===== src/rtl/dibit_pixel_receiver.sv =====
// Dibit-stream packet receiver: reassembles bytes from 2-bit symbols, decodes
// a 24-bit base-address header, writes pixel bytes to a wrapping frame-buffer
// address and forwards any trailing bytes as audio.
`timescale 1ns/1ps
module dibit_pixel_receiver #(
    parameter int unsigned PIXELS_PER_PKT = 320,
    parameter int unsigned FRAME_PIXELS   = 76800
) (
    input  logic        clk,
    input  logic        rst,
    input  logic        axiiv,
    input  logic [1:0]  axiid,
    output logic        pixel_we,
    output logic [16:0] pixel_addr,
    output logic [7:0]  pixel_data,
    output logic        audio_valid,
    output logic [7:0]  audio_data,
    output logic        pkt_done,
    output logic        pkt_err
);

    localparam int unsigned ADDR_W = 17;
    localparam int unsigned SUM_W  = ADDR_W + 1;
    localparam int unsigned HDR_W  = 24;
    localparam int unsigned PCNT_W = $clog2(PIXELS_PER_PKT + 1);

    localparam logic [2:0] S_IDLE  = 3'd0;
    localparam logic [2:0] S_ADDR  = 3'd1;
    localparam logic [2:0] S_PIXEL = 3'd2;
    localparam logic [2:0] S_AUDIO = 3'd3;
    localparam logic [2:0] S_DROP  = 3'd4;

    localparam logic [HDR_W-1:0]  FRAME_LIM  = HDR_W'(FRAME_PIXELS);
    localparam logic [SUM_W-1:0]  FRAME_WRAP = SUM_W'(FRAME_PIXELS);
    localparam logic [PCNT_W-1:0] LAST_PIX   = PCNT_W'(PIXELS_PER_PKT - 1);

    logic [2:0]        state, state_nxt;
    logic [1:0]        dcnt, dcnt_nxt;
    logic [1:0]        hcnt, hcnt_nxt;
    logic [PCNT_W-1:0] pcnt, pcnt_nxt;
    logic [5:0]        shreg, shreg_nxt;
    logic [15:0]       base, base_nxt;
    logic [ADDR_W-1:0] addr, addr_nxt;
    logic              armed, armed_nxt;

    logic              pixel_we_nxt;
    logic [ADDR_W-1:0] pixel_addr_nxt;
    logic [7:0]        pixel_data_nxt;
    logic              audio_valid_nxt;
    logic [7:0]        audio_data_nxt;
    logic              pkt_done_nxt;
    logic              pkt_err_nxt;

    logic [7:0]        byte_c;
    logic              byte_done_c;
    logic [HDR_W-1:0]  header_c;
    logic [SUM_W-1:0]  addr_inc_c;
    logic [ADDR_W-1:0] addr_step_c;

    // Byte under assembly, full header word, and next pixel address with wrap
    always_comb begin
        byte_c      = {axiid, shreg};
        byte_done_c = axiiv && (dcnt == 2'd3);
        header_c    = {base, byte_c};
        addr_inc_c  = {1'b0, addr} + SUM_W'(1);
        if (addr_inc_c >= FRAME_WRAP) begin
            addr_step_c = ADDR_W'(addr_inc_c - FRAME_WRAP);
        end else begin
            addr_step_c = ADDR_W'(addr_inc_c);
        end
    end

    // State register
    always_ff @(posedge clk or negedge rst) begin
        if (!rst) begin
            state <= S_IDLE;
        end else begin
            state <= state_nxt;
        end
    end

    // Next-state, datapath and strobe decode
    always_comb begin
        state_nxt       = state;
        dcnt_nxt        = dcnt;
        hcnt_nxt        = hcnt;
        pcnt_nxt        = pcnt;
        shreg_nxt       = shreg;
        base_nxt        = base;
        addr_nxt        = addr;
        armed_nxt       = armed | ~axiiv;
        pixel_we_nxt    = 1'b0;
        pixel_addr_nxt  = pixel_addr;
        pixel_data_nxt  = pixel_data;
        audio_valid_nxt = 1'b0;
        audio_data_nxt  = audio_data;
        pkt_done_nxt    = 1'b0;
        pkt_err_nxt     = 1'b0;

        case (state)
            S_IDLE: begin
                // After reset, a packet is only accepted once axiiv has been seen low
                if (armed && axiiv) begin
                    state_nxt = S_ADDR;
                    shreg_nxt = {axiid, shreg[5:2]};
                    dcnt_nxt  = 2'd1;
                end
            end
            S_ADDR: begin
                if (!axiiv) begin
                    pkt_err_nxt = 1'b1;
                    state_nxt   = S_IDLE;
                end else begin
                    shreg_nxt = {axiid, shreg[5:2]};
                    dcnt_nxt  = dcnt + 2'd1;
                    if (byte_done_c) begin
                        base_nxt = header_c[15:0];
                        hcnt_nxt = hcnt + 2'd1;
                        if (hcnt == 2'd2) begin
                            if (header_c < FRAME_LIM) begin
                                state_nxt = S_PIXEL;
                                addr_nxt  = header_c[ADDR_W-1:0];
                                pcnt_nxt  = '0;
                            end else begin
                                state_nxt   = S_DROP;
                                pkt_err_nxt = 1'b1;
                            end
                        end
                    end
                end
            end
            S_PIXEL: begin
                if (!axiiv) begin
                    pkt_err_nxt = 1'b1;
                    state_nxt   = S_IDLE;
                end else begin
                    shreg_nxt = {axiid, shreg[5:2]};
                    dcnt_nxt  = dcnt + 2'd1;
                    if (byte_done_c) begin
                        pixel_we_nxt   = 1'b1;
                        pixel_addr_nxt = addr;
                        pixel_data_nxt = byte_c;
                        addr_nxt       = addr_step_c;
                        pcnt_nxt       = pcnt + PCNT_W'(1);
                        if (pcnt == LAST_PIX) begin
                            state_nxt = S_AUDIO;
                        end
                    end
                end
            end
            S_AUDIO: begin
                if (!axiiv) begin
                    pkt_done_nxt = 1'b1;
                    state_nxt    = S_IDLE;
                end else begin
                    shreg_nxt = {axiid, shreg[5:2]};
                    dcnt_nxt  = dcnt + 2'd1;
                    if (byte_done_c) begin
                        audio_valid_nxt = 1'b1;
                        audio_data_nxt  = byte_c;
                    end
                end
            end
            S_DROP: begin
                if (!axiiv) begin
                    state_nxt = S_IDLE;
                end
            end
            default: begin
                state_nxt = S_IDLE;
            end
        endcase

        // Every return to IDLE realigns the byte framing for the next packet
        if (state_nxt == S_IDLE) begin
            dcnt_nxt  = '0;
            hcnt_nxt  = '0;
            pcnt_nxt  = '0;
            shreg_nxt = '0;
            base_nxt  = '0;
        end
    end

    // Datapath registers and registered outputs
    always_ff @(posedge clk or negedge rst) begin
        if (!rst) begin
            dcnt        <= '0;
            hcnt        <= '0;
            pcnt        <= '0;
            shreg       <= '0;
            base        <= '0;
            addr        <= '0;
            armed       <= 1'b0;
            pixel_we    <= 1'b0;
            pixel_addr  <= '0;
            pixel_data  <= '0;
            audio_valid <= 1'b0;
            audio_data  <= '0;
            pkt_done    <= 1'b0;
            pkt_err     <= 1'b0;
        end else begin
            dcnt        <= dcnt_nxt;
            hcnt        <= hcnt_nxt;
            pcnt        <= pcnt_nxt;
            shreg       <= shreg_nxt;
            base        <= base_nxt;
            addr        <= addr_nxt;
            armed       <= armed_nxt;
            pixel_we    <= pixel_we_nxt;
            pixel_addr  <= pixel_addr_nxt;
            pixel_data  <= pixel_data_nxt;
            audio_valid <= audio_valid_nxt;
            audio_data  <= audio_data_nxt;
            pkt_done    <= pkt_done_nxt;
            pkt_err     <= pkt_err_nxt;
        end
    end

endmodule


===== config.mk =====
export PLATFORM = sky130hd
export DESIGN_NAME = dibit_pixel_receiver
export DESIGN_NICKNAME = d
export VERILOG_FILES = /design/src/rtl/dibit_pixel_receiver.sv
export SDC_FILE = /design/constraint.sdc
export NUM_CORES = 1
export LEC_CHECK = 0
export ABC_AREA = 1
export CORE_MARGIN = 2
export CORE_UTILIZATION = 41
export CTS_CLUSTER_DIAMETER = 30
export DETAILED_ROUTE_END_ITERATION = 12
export PLACE_DENSITY = 0.58
export SYNTH_ARGS = -nofsm -noshare
export SYNTH_HDL_FRONTEND = slang
export SYNTH_SLANG_ARGS = --single-unit
export TNS_END_PERCENT = 10

===== constraint.sdc =====
create_clock -name clk -period 2.85 [get_ports clk]
set_clock_uncertainty 0.1 [all_clocks]
set_input_delay 0.4275 -clock clk [delete_from_list [all_inputs] [get_ports clk]]
set_output_delay 0.4275 -clock clk [all_outputs]
set_load 0.02 [all_outputs]

## Yosys cells after proc, flatten, opt, wreduce, memory -nomap -nowiden

Cells that the tools add are included.

- Register bits after elaboration: 93
- Bits of input ports: 5
- Output and inout bits: 37
- Logic and storage cells: 116

- Add/subtract/negate cells: 5
- Magnitude comparators: 2
- Equal/unequal tests: 21
- Mux-type cells: 53
- Bitwise operators: 2
- Reduce and logical (&&, ||, !) cells: 18

Operator list:

| operator | count |
|---|---|
| $mux W17 | 7 |
| $mux W16 | 4 |
| $mux W9 | 7 |
| $pmux W17 S2 | 1 |
| $mux W3 | 9 |
| $lt A24 B17 Y1 const B | 1 |
| $ne A3 B3 Y1 const B | 7 |
| $add A17 B1 Y18 const B | 1 |
| $ge A18 B17 Y1 const B | 1 |
| $mux W6 | 3 |
| $pmux W9 S2 | 1 |
| $sub A17 B17 Y17 const B | 1 |
| $mux W2 | 7 |
| $reduce_and A7 Y1 | 2 |
| $ne A2 B2 Y1 const B | 6 |
| $pmux W3 S4 | 1 |
| $pmux W6 S2 | 1 |
| $reduce_and A3 Y1 | 4 |
| $mux W1 | 10 |
| $add A9 B1 Y9 const B | 1 |
| $eq A9 B9 Y1 const B | 1 |
| $reduce_bool A2 Y1 | 4 |
| $eq A3 B2 Y1 const B | 2 |
| $logic_not A3 Y1 | 2 |
| 13 further kinds | 17 |

## Depth between registers and ports, before layout

Gate-level depths: netlist of run 1.

- Word-level depth: 9
- Mapped depth: 17
- Gate-level depth less buffers: 17

## Least setup slack after synthesis of run 1

Ideal clock, no wire load.

- Path type: register -> register
- Start point: register addr[0]
- End point: register addr[14]
- Library setup time: 0.117 ns
- Arrival time: 1.913 ns
- Data required time: 2.633 ns
- Path slack: 0.720 ns
- Stages on the path, launching flop included: 18
- Path buffers: 0
- Period minus slack after synthesis: 2.130 ns
- Path through: dfrtp_1 -> ha_1 -> nand3_2 -> nor2_2 -> nand2_1 -> nand2_1 -> nand2_1 -> ha_1 -> inv_1 -> nand2_1 -> nand2_2 -> inv_1 -> nand2_4 -> nand2_4 -> nand2_1 -> nand3_1 -> nand2_1 -> nand2_1

- Word-level cells in the longest chain between the ends: 6
- Elaborated cells on any way between the ends: 7
- Classes of those cells: 2 x add/sub; 1 x order compare; 4 x mux

Ends and longest elaborated chain:

| element | RTL line | RTL |
|---|---|---|
| start, declared | 43 | `logic [ADDR_W-1:0] addr, addr_nxt;` |
| start signal, assigned | 207 | `addr <= addr_nxt;` |
| $add A17 B1 Y18 * | 65 | `addr_inc_c = {1'b0, addr} + SUM_W'(1);` |
| $sub A17 B17 Y17 / $ge A18 B17 Y1 (equally long branches) | 67, 66 |  |
| $mux W17 * | 66 | `if (addr_inc_c >= FRAME_WRAP) begin` |
| $mux W17 * | 139 | `if (byte_done_c) begin` |
| $mux W17 * | 133 | `if (!axiiv) begin` |
| $pmux W17 S2 * | 100 | `case (state)` |

Every way passes the cells marked *; elsewhere a longest branch is shown, timed or not. The select of a mux whose other input is x is not followed.
A chain may end at the register's enable or synchronous reset.

## Worst setup path in the final report of run 1

- Start point: register addr[0]
- End point: register addr[15]

Same word-level chain as after synthesis.

==> results of run 1 <==
-- final timing paths --
path | slack, ns | startpoint | to
worst min-delay path | -0.02 | rst | state[1]
worst max-delay path | 0.30 | addr[0] | addr[15]
max in group asynchronous | 2.00 | rst | pixel_addr[12]
worst min register to register | 0.38 | pixel_addr[9] | pixel_addr[9]
worst max register to register | 0.30 | addr[0] | addr[15]
min in group clk | 0.38 | pixel_addr[9] | pixel_addr[9]
-- critical path: cells and delay by family, from the launching register on --
family        cells  cell delay (ns)
simple gates     13             1.28
fa+ha+maj         2             0.46
buf+inv           2             0.13
flops             1             0.46
-- synthesized netlist by cell type (2+ instances only) --
| library cell | number | area, µm² |
|---|---|---|
| a21oi_1 | 14 | 70.07 |
| a22oi_1 | 5 | 37.54 |
| buf_2 | 4 | 20.02 |
| buf_4 | 2 | 15.01 |
| buf_6 | 4 | 45.04 |
| clkbuf_1 | 9 | 33.78 |
| dfrtp_1 | 93 | 2327 |
| ha_1 | 6 | 75.07 |
| inv_1 | 73 | 274.0 |
| inv_2 | 3 | 11.26 |
| nand2_1 | 138 | 518.0 |
| nand2_2 | 10 | 62.56 |
| nand2_4 | 4 | 45.04 |
| nand3_1 | 51 | 255.2 |
| nand3_2 | 3 | 30.03 |
| nand4_1 | 5 | 31.28 |
| nor2_1 | 27 | 101.4 |
| nor2_2 | 8 | 50.05 |
| nor3_1 | 3 | 15.01 |
| nor3_2 | 2 | 20.02 |
| o211ai_1 | 2 | 15.01 |
| o21ai_0 | 58 | 290.3 |
| o21ai_1 | 10 | 50.05 |
| o21ai_2 | 10 | 87.58 |
| o22ai_1 | 5 | 31.28 |
| o31ai_1 | 2 | 15.01 |
| or2_2 | 2 | 12.51 |
| xor2_1 | 6 | 52.55 |
-- per-layer routing --
metal  up-vias  part of all wire
li1       1945                 -
met1      1828              0.50
met2        79              0.45
met3        13             0.031
met4         0             0.018
met5         -                 0
-- per-stage QoR --
stage,cells,utilization
2_1_floorplan,575,-
5_1_grt,764,0.4913
6_report,764,0.4913
3_3_place_gp,748,0.4656
4_1_cts,764,0.4913
3_5_place_dp,748,0.4656
-- cell type report --
class	count	area, µm²
clock buffers	10	229.0
clock inverters	6	62.56
fillers	1095	5784
inverters	77	289.0
multi-input cells	386	2018
flip-flops and latches	93	2327
well taps	143	178.9
repair buffers	49	480.5
-- cell families after synthesis --
family,synth area share
adder cells (fa/ha/maj),0.01581
flip-flops,0.4901
multiplexers,0.002371
AND/OR/NAND/NOR,0.2561
buffers and inverters,0.08485
AO/OA/AOI/OAI,0.1397
XOR/XNOR,0.01107
-- flip-flops by register name, summed over array words and instances (netlist names), 3 cells and up --
signal	count
pixel_addr	17
pixel_data	8
shreg	6
state	3
audio_data	8
pcnt	9
base	16
addr	17
-- power by group through the flow --
stage	registers (mW)	clock network [mW]	logic, mW
after CTS	1.34	1.21	0.131
after global placement	1.36	0	0.129
after floorplan	1.36	0	0.0739
after global routing	1.34	1.27	0.145
after detailed placement	1.36	0	0.130
final	1.34	1.18	0.127
==> reports/metrics.csv, run 1 <==
stage,metric,value,unit
power_and_ir_drop,cellPowerDensity,474.7,nW/µm²
setup_path,reg2reg_depth,17,
flow_run,cap_violations,0,
synth,syn_area,4748,µm²
final_layout,syn_to_final_growth,17.63,%
final_layout,antenna_cells,0,
synth,synth_edf_count,0,
final_layout,nets,627,
sta,finalSetupViolCount,0,
global_routing,grt_busiest_layer,met2,
setup_path,slowest_delay,0.46,ns
clocking,cts_root_buf,clkbuf_16,
sta,rsz0062_at_grt,no,
global_routing,use_met2,0.2821,
sta,setup_slack,0.2963,ns
clocking,ctsResizeCount,0,
synth,avgSynthCellArea,8.258,µm²
global_routing,grt.total_usage,0.1845,
floorplanning,initial_core_util,0.4176,
run_status,violations,negative hold slack,
floorplanning,placementRows,39,
synth,synth_cells,575,
sta,final_hold_viol_count,33,
setup_path,worstPathCellList,ha_1 -> nand3_2 -> nor2_2 -> nand2_1 -> nand2_1 -> nand2_1 -> ha_1 -> inv_1 -> nand2_1 -> nand2_2 -> inv_1 -> nand2_4 -> nand2_4 -> nand2_1 -> nand3_1 -> nand2_1 -> nand2_1,
power_and_ir_drop,switching_share,0.2295,
power_and_ir_drop,pwr-share-clk,0.447,
drt,via_per_inst,5.059,
sta,setup_tns,0,ns
setup_path,critical_path_required,2.98,ns
clocking,cts_setup_buffers,0,
drt,ant_nets,0,
placed_design,dp_hpwl,7.994,mm
run_status,status,finished with violations,
clocking,insertion_delay,0.34,ns
setup_path,worst_setup_path_start_kind,flip-flop,
setup_path,cp_common_cell,nand2_1,
power_and_ir_drop,p_int,2.043,mW
clocking,cts_max_level,3,
placed_design,port_buffers,41,
setup_path,cp-end-kind,flip-flop,
drt,drcViolationCount,0,
placed_design,preCtsSetupSlack,0.1259,ns
clocking,cts_tree,yes,
power_and_ir_drop,finalPower,2.652,mW
min_path,holdCritPathClass,input pin to asynchronous set/reset pin,
clocking,clkSinkCount,93,
sta,holdWs,-0.02256,ns
synth,synth_flop_cell,dfrtp_1,
global_routing,gr-total-overflow,0,
clocking,cts.path.max_buffers,2,
drt,wl_per_cell,14.31,µm
floorplanning,die_w,111.6,µm
floorplanning,die_h,111.6,µm
setup_path,worstPathMaxFanout,8,
sta,drv_slew,0,
placed_design,place_area,5294,µm²
global_routing,grt_pass1_vias,3757,
placed_design,gp_congestion,0.8654,
synth,ys_seq_area_frac,0.4901,
floorplanning,dieArea,12460,µm²
final_layout,mostFrequentLayoutCells,"nand2_1 (138), dfrtp_1 (93), inv_1 (73)",
global_routing,grt_max_degree,52,
setup_path,cpMaxStageDelayCell,dfrtp_1,
final_layout,fin_area,5585,µm²
global_routing,use_met1,0.2681,
sta,min_period_over_period,0.8960,
floorplanning,num_io_pins,42,
drt,routed_wl,10.93,mm
clocking,cts_hold_buf,0,
floorplanning,core-area,11370,µm²
global_routing,grt_first_pass_wirelength,18.55,mm
final_layout,final_common_cell,nand2_1,
sta,slew_headroom,0.6185,
clocking,cts_buffers,9,
synth,yosys_warnings,0,
setup_path,arrival,2.68,ns
power_and_ir_drop,combPwrFrac,0.048,
power_and_ir_drop,p_leak,2.640,nW
clocking,path_clk_slew,0.06,ns
sta,worstMarginPinSlew,0.5722,ns
sta,max_clock_freq,0.3916,GHz
drt,drtPass1Iterations,6,
final_layout,drive_gt1_frac,0.1192,
synth,synth-async-reset-ratio,1.000,
power_and_ir_drop,ir_worst_vdd,441.9,µV
synth,syn_nets,586,
global_routing,use_met3,0.02722,
drt,via_count,3865,
global_routing,grt_antenna_before_repair,0,
power_and_ir_drop,switching_power,0.6084,mW
setup_path,critPathKind,flip-flop to flip-flop,
sta,finalCriticalPeriod,2.554,ns
power_and_ir_drop,p_seq_frac,0.505,
drt,drt_iter0_drc,325,
synth,netlist-cell-type-count,44,
synth,ys_ff_latch,93,
(Power assumes the default switching activity.)
==> run 2, diff against run 1 <==
--- a/config.mk
+++ b/config.mk
@@ -5,9 +5,9 @@
 export SDC_FILE = /design/constraint.sdc
 export NUM_CORES = 1
 export LEC_CHECK = 0
-export ABC_AREA = 1
 export CORE_MARGIN = 2
 export CORE_UTILIZATION = 41
+export CTS_BUF_LIST = sky130_fd_sc_hd__clkbuf_8
 export CTS_CLUSTER_DIAMETER = 30
 export DETAILED_ROUTE_END_ITERATION = 12
 export PLACE_DENSITY = 0.58
==> reports/metrics.csv, run 2 <==
stage,metric,value,unit,change
sta,min_period_over_period,0.9775,,was 0.8960
final_layout,syn_to_final_growth,27.02,%,was 17.63%
placed_design,dp_cells,690,,was 748
global_routing,grt_first_pass_wirelength,19.58,mm,was 18.55 mm
final_layout,mostFrequentLayoutCells,"nand2_1 (97), dfrtp_1 (91), nor2_1 (57)",,"was nand2_1 (138), dfrtp_1 (93), inv_1 (73)"
drt,via_per_inst,5.472,,was 5.059
run_status,status,finished clean,,was finished with violations
setup_path,worstPathMaxFanout,5,,was 8
clocking,cts_buffers,9,,unchanged
synth,syn_nets,510,,was 586
sta,finalSetupViolCount,0,,unchanged
synth,synthAdderAreaFrac,0.01608,,was 0.01581
clocking,insertion_delay,0.39,ns,was 0.34 ns
synth,avgSynthCellArea,9.355,µm²,was 8.258 µm²
synth,synthMuxAreaShare,0.08604,,was 0.002372
drt,drcViolationCount,0,,unchanged
synth,syn_area,4668,µm²,was 4748 µm²
floorplanning,core-area,10980,µm²,was 11370 µm²
sta,slew_headroom,0.5439,,was 0.6185
sta,max_clock_freq,0.3589,GHz,was 0.3916 GHz
final_layout,antenna_cells,0,,unchanged
floorplanning,num_io_pins,42,,unchanged
power_and_ir_drop,cellPowerDensity,388.6,nW/µm²,was 474.7 nW/µm²
drt,ant_nets,0,,unchanged
global_routing,gr-total-overflow,0,,unchanged
clocking,cts_max_level,3,,unchanged
setup_path,arrival,2.94,ns,was 2.68 ns
min_path,holdCritPathClass,flip-flop to flip-flop,,was input pin to asynchronous set/reset pin
floorplanning,placementRows,38,,was 39
setup_path,slowest_delay,0.44,ns,was 0.46 ns
clocking,cts_tree,yes,,unchanged
final_layout,top_regs,"addr: 17 flops, pixel_addr: 17 flops, base: 16 flops",,unchanged
synth,ys_seq_area_frac,0.4985,,was 0.4901
synth,netlist-cell-type-count,57,,was 44
setup_path,cp-end-kind,flip-flop,,unchanged
drt,wl_per_cell,16.82,µm,was 14.31 µm
drt,drt_iter0_drc,211,,was 325
final_layout,final_common_cell,nand2_1,,unchanged
floorplanning,die_w,110.7,µm,was 111.6 µm
synth,yosys_warnings,0,,unchanged
final_layout,fill_cells,986,,was 1095
clocking,path_clk_slew,0.09,ns,was 0.06 ns
drt,via_count,3962,,was 3865
floorplanning,die_h,110.7,µm,was 111.6 µm
flow_run,cap_violations,0,,unchanged
power_and_ir_drop,ir_worst_vdd,360.4,µV,was 441.9 µV
synth,yosysTopAreaCell,dfrtp_1,,unchanged
sta,drv_slew,0,,unchanged
placed_design,dp_hpwl,8.162,mm,was 7.994 mm
global_routing,grt_pass1_vias,3921,,was 3757
drt,drtPass1Iterations,4,,was 6
final_layout,nets,590,,was 627
synth,synth_top_family_by_area,simple AND/OR/NAND/NOR gates,,unchanged
synth,netlist.area_leader.share,0.4985,,was 0.4901
global_routing,grt_antenna_before_repair,0,,unchanged
clocking,cts.path.max_buffers,2,,unchanged
placed_design,preCtsSetupSlack,-0.05245,ns,was 0.1259 ns
final_layout,drive_gt1_frac,0.2072,,was 0.1192
sta,setup_slack,0.06409,ns,was 0.2963 ns
final_layout,fin_util,0.5399,,was 0.4913
placed_design,port_buffers,41,,unchanged
sta,final_hold_viol_count,0,,was 33
synth,ys_top_cells_by_count,"nand2_1 (99), dfrtp_1 (93), nor2_1 (58)",,"was nand2_1 (138), dfrtp_1 (93), inv_1 (73)"
clocking,clkSinkCount,93,,unchanged
power_and_ir_drop,p_leak,2.814,nW,was 2.640 nW
setup_path,critPathKind,flip-flop to flip-flop,,unchanged
synth,synth_cells,499,,was 575
synth,synth-async-reset-ratio,1.000,,unchanged
setup_path,cpMaxStageDelayCell,dfrtp_2,,was dfrtp_1
synth,synth-compound-area-share,0.1142,,was 0.1397
final_layout,instances_no_fill,724,,was 764
synth,ys_ff_latch,93,,unchanged
floorplanning,initial_core_util,0.4250,,was 0.4176
synth,yosys.area_share.simple,0.2343,,was 0.2561
synth,synth.area.top_cells,"dfrtp_1 (50%), nand2_1 (8.0%), mux2i_1 (6.4%), nor2_1 (4.7%), a21oi_1 (3.1%)",,"was dfrtp_1 (49%), nand2_1 (11%), o21ai_0 (6.1%), inv_1 (5.8%), nand3_1 (5.4%)"
sta,finalCriticalPeriod,2.786,ns,was 2.554 ns
placed_design,gp_congestion,0.8456,,was 0.8654
setup_path,worst_setup_path_start_kind,flip-flop,,unchanged
sta,worstMarginPinSlew,0.6804,ns,was 0.5722 ns
clocking,cts_root_buf,clkbuf_8,,was clkbuf_16
global_routing,grt_max_degree,94,,was 52
global_routing,grt.total_usage,0.2011,,was 0.1845
floorplanning,dieArea,12260,µm²,was 12460 µm²
drt,routed_wl,12.18,mm,was 10.93 mm
synth,synth_flop_cell,dfrtp_1,,unchanged
synth,synth-xor-area-share,0.01849,,was 0.01107
setup_path,worstPathCellList,nand3_2 -> nor3_4 -> nand2_2 -> xnor2_2 -> ha_2 -> nor2b_1 -> mux2i_2 -> a2bb2oi_4 -> o21ai_4 -> a21oi_1 -> o32ai_2 -> a211oi_2,,was ha_1 -> nand3_2 -> nor2_2 -> nand2_1 -> nand2_1 -> nand2_1 -> ha_1 -> inv_1 -> nand2_1 -> nand2_2 -> inv_1 -> nand2_4 -> nand2_4 -> nand2_1 -> nand3_1 -> nand2_1 -> nand2_1
synth,synth_edf_count,0,,unchanged
setup_path,critical_path_required,3.00,ns,was 2.98 ns
synth,yosys.cell_count.top_type,nand2_1,,unchanged
-- run 2: cells by family (layout without fill, tap and decap cells) --
family / count (synthesis) / after routing
simple gates: 228 / 228
flops: 93 / 93
compound gates: 87 / 87
mux: 39 / 39
buf+inv: 37 / 122
xor+xnor: 9 / 9
fa+ha+maj: 6 / 6
-- run 2: path summary, 6_finish.rpt --
| kind | cells past startpoint | slack [ns] | end | start |
|---|---|---|---|---|
| max | 12 | 0.06 | addr[12] | addr[0] |
| min | 2 | 0.38 | pixel_addr[2] | pixel_addr[2] |
| max reg2reg | 12 | 0.06 | addr[12] | addr[0] |
| min reg2reg | 2 | 0.38 | pixel_addr[2] | pixel_addr[2] |
| max in group asynchronous | 3 | 1.73 | dcnt[1] | rst |
| min in group asynchronous | 3 | 0.54 | addr[12] | rst |
-- run 2: area by class of cell --
class	count	area [µm²]	share of cell area
Clock buffer	10	137.6	0.02321
Clock inverter	6	53.80	0.009074
Inverter	7	26.28	0.004431
Multi-Input combinational cell	369	2321	0.3914
Sequential cell	93	2330	0.3929
Tap cell	140	175.2	0.02954
Timing Repair Buffer	99	885.9	0.1494
-- run 2: stage by stage --
step	area, µm²	setup TNS (ns)	power (mW)	hold WS (ns)
after CTS	5668	0	2.341	0.3838
after global placement	5466	0	1.448	0.3589
final	5929	0	2.304	0.3805
after global routing	5929	-0.1521	2.400	0.4091
after floorplan	4668	0	1.387	0.03191
after detailed placement	5466	-0.05245	1.449	0.3617
-- run 2: what timing repair did --
| action | in CTS | in global routing |
|---|---|---|
| pin swaps | 1 | 11 |
| hold endpoints to repair | 11 | 0 |
| gates resized for setup | 0 | 28 |
| hold buffers | 1 | 0 |
| endpoints found under the setup margin | 1 | 6 |
| buffers inserted | 0 | 17 |
-- run 2: power by group --
part | internal [mW] | switching (mW) | leakage (nW)
sequential | 1.32 | 0.0129 | 1.27
clock | 0.420 | 0.464 | 0.107
combinational | 0.0289 | 0.0540 | 1.43
total | 1.77 | 0.531 | 2.81
-- run 2: metal layers --
layer | track usage | part of all wire
met2 | 0.3219 | 0.48
met1 | 0.2593 | 0.45
met3 | 0.04921 | 0.051
met4 | 0.09000 | 0.025
met5 | 0 | 0
-- run 2: critical path: cells and delay by family (launching register included) --
family | cells | cell delay (ns)
DFF | 1 | 0.44
adders and majority gates | 1 | 0.24
xor gates and xnor gates | 1 | 0.19
and+or+nand+nor | 4 | 0.51
AOI/OAI and AO/OA | 5 | 0.91
muxes | 1 | 0.26
==> run 3, diff against run 2 <==
--- a/config.mk
+++ b/config.mk
@@ -5,12 +5,12 @@
 export SDC_FILE = /design/constraint.sdc
 export NUM_CORES = 1
 export LEC_CHECK = 0
-export CORE_MARGIN = 2
 export CORE_UTILIZATION = 41
 export CTS_BUF_LIST = sky130_fd_sc_hd__clkbuf_8
 export CTS_CLUSTER_DIAMETER = 30
 export DETAILED_ROUTE_END_ITERATION = 12
-export PLACE_DENSITY = 0.58
+export PLACE_DENSITY_LB_ADDON = 0.08
+export SLEW_MARGIN = 5
 export SYNTH_ARGS = -nofsm -noshare
 export SYNTH_HDL_FRONTEND = slang
 export SYNTH_SLANG_ARGS = --single-unit
==> reports/metrics.csv, run 3 (synthesis gave the netlist of run 2 again) <==
stage,metric,value,unit,change
drt,drt_iter0_drc,195,,was 211
floorplanning,core-area,10980,µm²,unchanged
power_and_ir_drop,ir_worst_vdd,366.0,µV,was 360.4 µV
clocking,cts_tree,yes,,unchanged
power_and_ir_drop,p_seq_frac,0.589,,was 0.581
min_path,holdCritPathClass,flip-flop to flip-flop,,unchanged
sta,holdWs,0.3798,ns,was 0.3805 ns
placed_design,port_buffers,41,,unchanged
placed_design,place_area,5489,µm²,was 5466 µm²
setup_path,critical_path_required,3.02,ns,was 3.00 ns
sta,worstMarginPinSlew,0.6714,ns,was 0.6804 ns
final_layout,mostFrequentLayoutCells,"nand2_1 (98), dfrtp_1 (93), nor2_1 (58)",,"was nand2_1 (97), dfrtp_1 (91), nor2_1 (57)"
power_and_ir_drop,p_int,1.717,mW,was 1.774 mW
drt,wl_per_cell,16.52,µm,was 16.82 µm
power_and_ir_drop,combPwrFrac,0.036,,about the same
setup_path,worstPathMaxFanout,6,,was 5
final_layout,drive_gt1_frac,0.1802,,was 0.2072
run_status,status,finished clean,,unchanged
clocking,cts.path.max_buffers,2,,unchanged
clocking,path_clk_slew,0.10,ns,was 0.09 ns
floorplanning,die_h,108.7,µm,was 110.7 µm
floorplanning,dieArea,11820,µm²,was 12260 µm²
power_and_ir_drop,pwr-share-clk,0.374,,was 0.384
final_layout,top_regs,"addr: 17 flops, pixel_addr: 17 flops, base: 16 flops",,unchanged
sta,max_clock_freq,0.3722,GHz,was 0.3589 GHz
global_routing,gr-total-overflow,0,,unchanged
drt,via_count,3856,,was 3962
setup_path,arrival,2.86,ns,was 2.94 ns
sta,final_hold_viol_count,0,,unchanged
clocking,cts_root_buf,clkbuf_8,,unchanged
final_layout,fin_area,5809,µm²,was 5929 µm²
sta,finalSetupViolCount,0,,unchanged
clocking,insertion_delay,0.38,ns,was 0.39 ns
final_layout,antenna_cells,0,,unchanged
drt,ant_nets,0,,unchanged
placed_design,gp_congestion,0.8479,,was 0.8456
drt,drtPass1Iterations,4,,unchanged
setup_path,critPathKind,flip-flop to flip-flop,,unchanged
power_and_ir_drop,switching_power,0.5546,mW,was 0.5305 mW
floorplanning,initial_core_util,0.4250,,unchanged
power_and_ir_drop,switching_share,0.2442,,was 0.2303
sta,drv_slew,0,,unchanged
final_layout,syn_to_final_growth,24.44,%,was 27.02%
global_routing,grt_max_degree,65,,was 94
sta,finalCriticalPeriod,2.687,ns,was 2.786 ns
global_routing,grt_antenna_before_repair,0,,unchanged
floorplanning,die_w,108.7,µm,was 110.7 µm
flow_run,cap_violations,0,,unchanged
drt,via_per_inst,5.378,,was 5.472
clocking,cts_max_level,3,,unchanged
floorplanning,num_io_pins,42,,unchanged
global_routing,grt.total_usage,0.2181,,was 0.2011
placed_design,dp_hpwl,8.146,mm,was 8.162 mm
clocking,clkSinkCount,93,,unchanged
sta,slew_headroom,0.5500,,was 0.5439
power_and_ir_drop,cellPowerDensity,391.0,nW/µm²,was 388.6 nW/µm²
global_routing,grt_pass1_vias,3743,,was 3921
final_layout,nets,583,,was 590
final_layout,fin_util,0.5289,,was 0.5399
sta,setup_tns,0,ns,unchanged
sta,min_period_over_period,0.9427,,was 0.9775
clocking,cts_buffers,9,,unchanged
drt,routed_wl,11.85,mm,was 12.18 mm
setup_path,worst_setup_path_start_kind,flip-flop,,unchanged
floorplanning,placementRows,38,,unchanged
global_routing,grt_first_pass_wirelength,19.28,mm,was 19.58 mm
drt,drcViolationCount,0,,unchanged
final_layout,final_common_cell,nand2_1,,unchanged
power_and_ir_drop,p_leak,2.733,nW,was 2.814 nW
setup_path,cp-end-kind,flip-flop,,unchanged
-- run 3: metal layers --
metal | wire (µm) | track usage | part of all wire
met1 | 5453 | 0.2905 | 0.46
met2 | 5609 | 0.3531 | 0.47
met3 | 494 | 0.03467 | 0.042
met4 | 287 | 0.09073 | 0.024
met5 | 0 | 0 | 0
-- run 3: path summary, 6_finish.rpt --
kind | start | endpoint | slack [ns] | cells after the start
worst max register to register | addr[1] | addr[11] | 0.16 | 13
worst min register to register | pixel_addr[5] | pixel_addr[5] | 0.38 | 2
worst max-delay path | addr[1] | addr[11] | 0.16 | 13
max in group asynchronous | rst | pcnt[6] | 1.53 | 3
worst min-delay path | pixel_addr[5] | pixel_addr[5] | 0.38 | 2
min in group asynchronous | rst | base[3] | 0.43 | 2
-- run 3: per-stage QoR --
stage,cells,power (mW),setup slack [ns]
finish,717,2.271,0.1632
global route,717,2.353,-0.006813
CTS,710,2.309,0.03048
detailed placement,693,1.449,-0.004540
global placement,693,1.448,0.03774
floorplan,499,1.387,0.09363
-- run 3: area by class of cell --
class,instances,area [µm²]
Tap cell,140,175.2
Fill cell,1033,5174
Inverter,7,26.28
Timing Repair Buffer,92,829.5
Sequential cell,93,2327
Clock buffer,11,151.4
Multi-Input combinational cell,369,2265
Clock inverter,5,35.03
-- run 3: critical path: stages, from the launching register on --
cell and delay, ns:
dfrtp_1 0.40, ha_1 0.20, nand2_2 0.10, nor3_4 0.18, xor2_1 0.20, ha_2 0.22
nor2_1 0.06, mux2i_1 0.23, a2bb2oi_2 0.13, o21ai_4 0.25, buf_4 0.16, buf_4 0.09
mux2i_1 0.16, o21ai_0 0.08
-- run 3: power groups by stage --
stage	Clock [mW]	Sequential (mW)	Combinational (mW)
global route	0.920	1.34	0.0940
CTS	0.885	1.34	0.0860
global placement	0	1.36	0.0834
detailed placement	0	1.36	0.0845
finish	0.850	1.34	0.0828
floorplan	0	1.36	0.0295
-- run 3: repair_timing --
action | CTS | global route
hold endpoints to repair | 29 | 0
resized for setup | 0 | 14
buffers inserted | 0 | 7
setup endpoints to repair | 0 | 6
hold buffers | 1 | 0
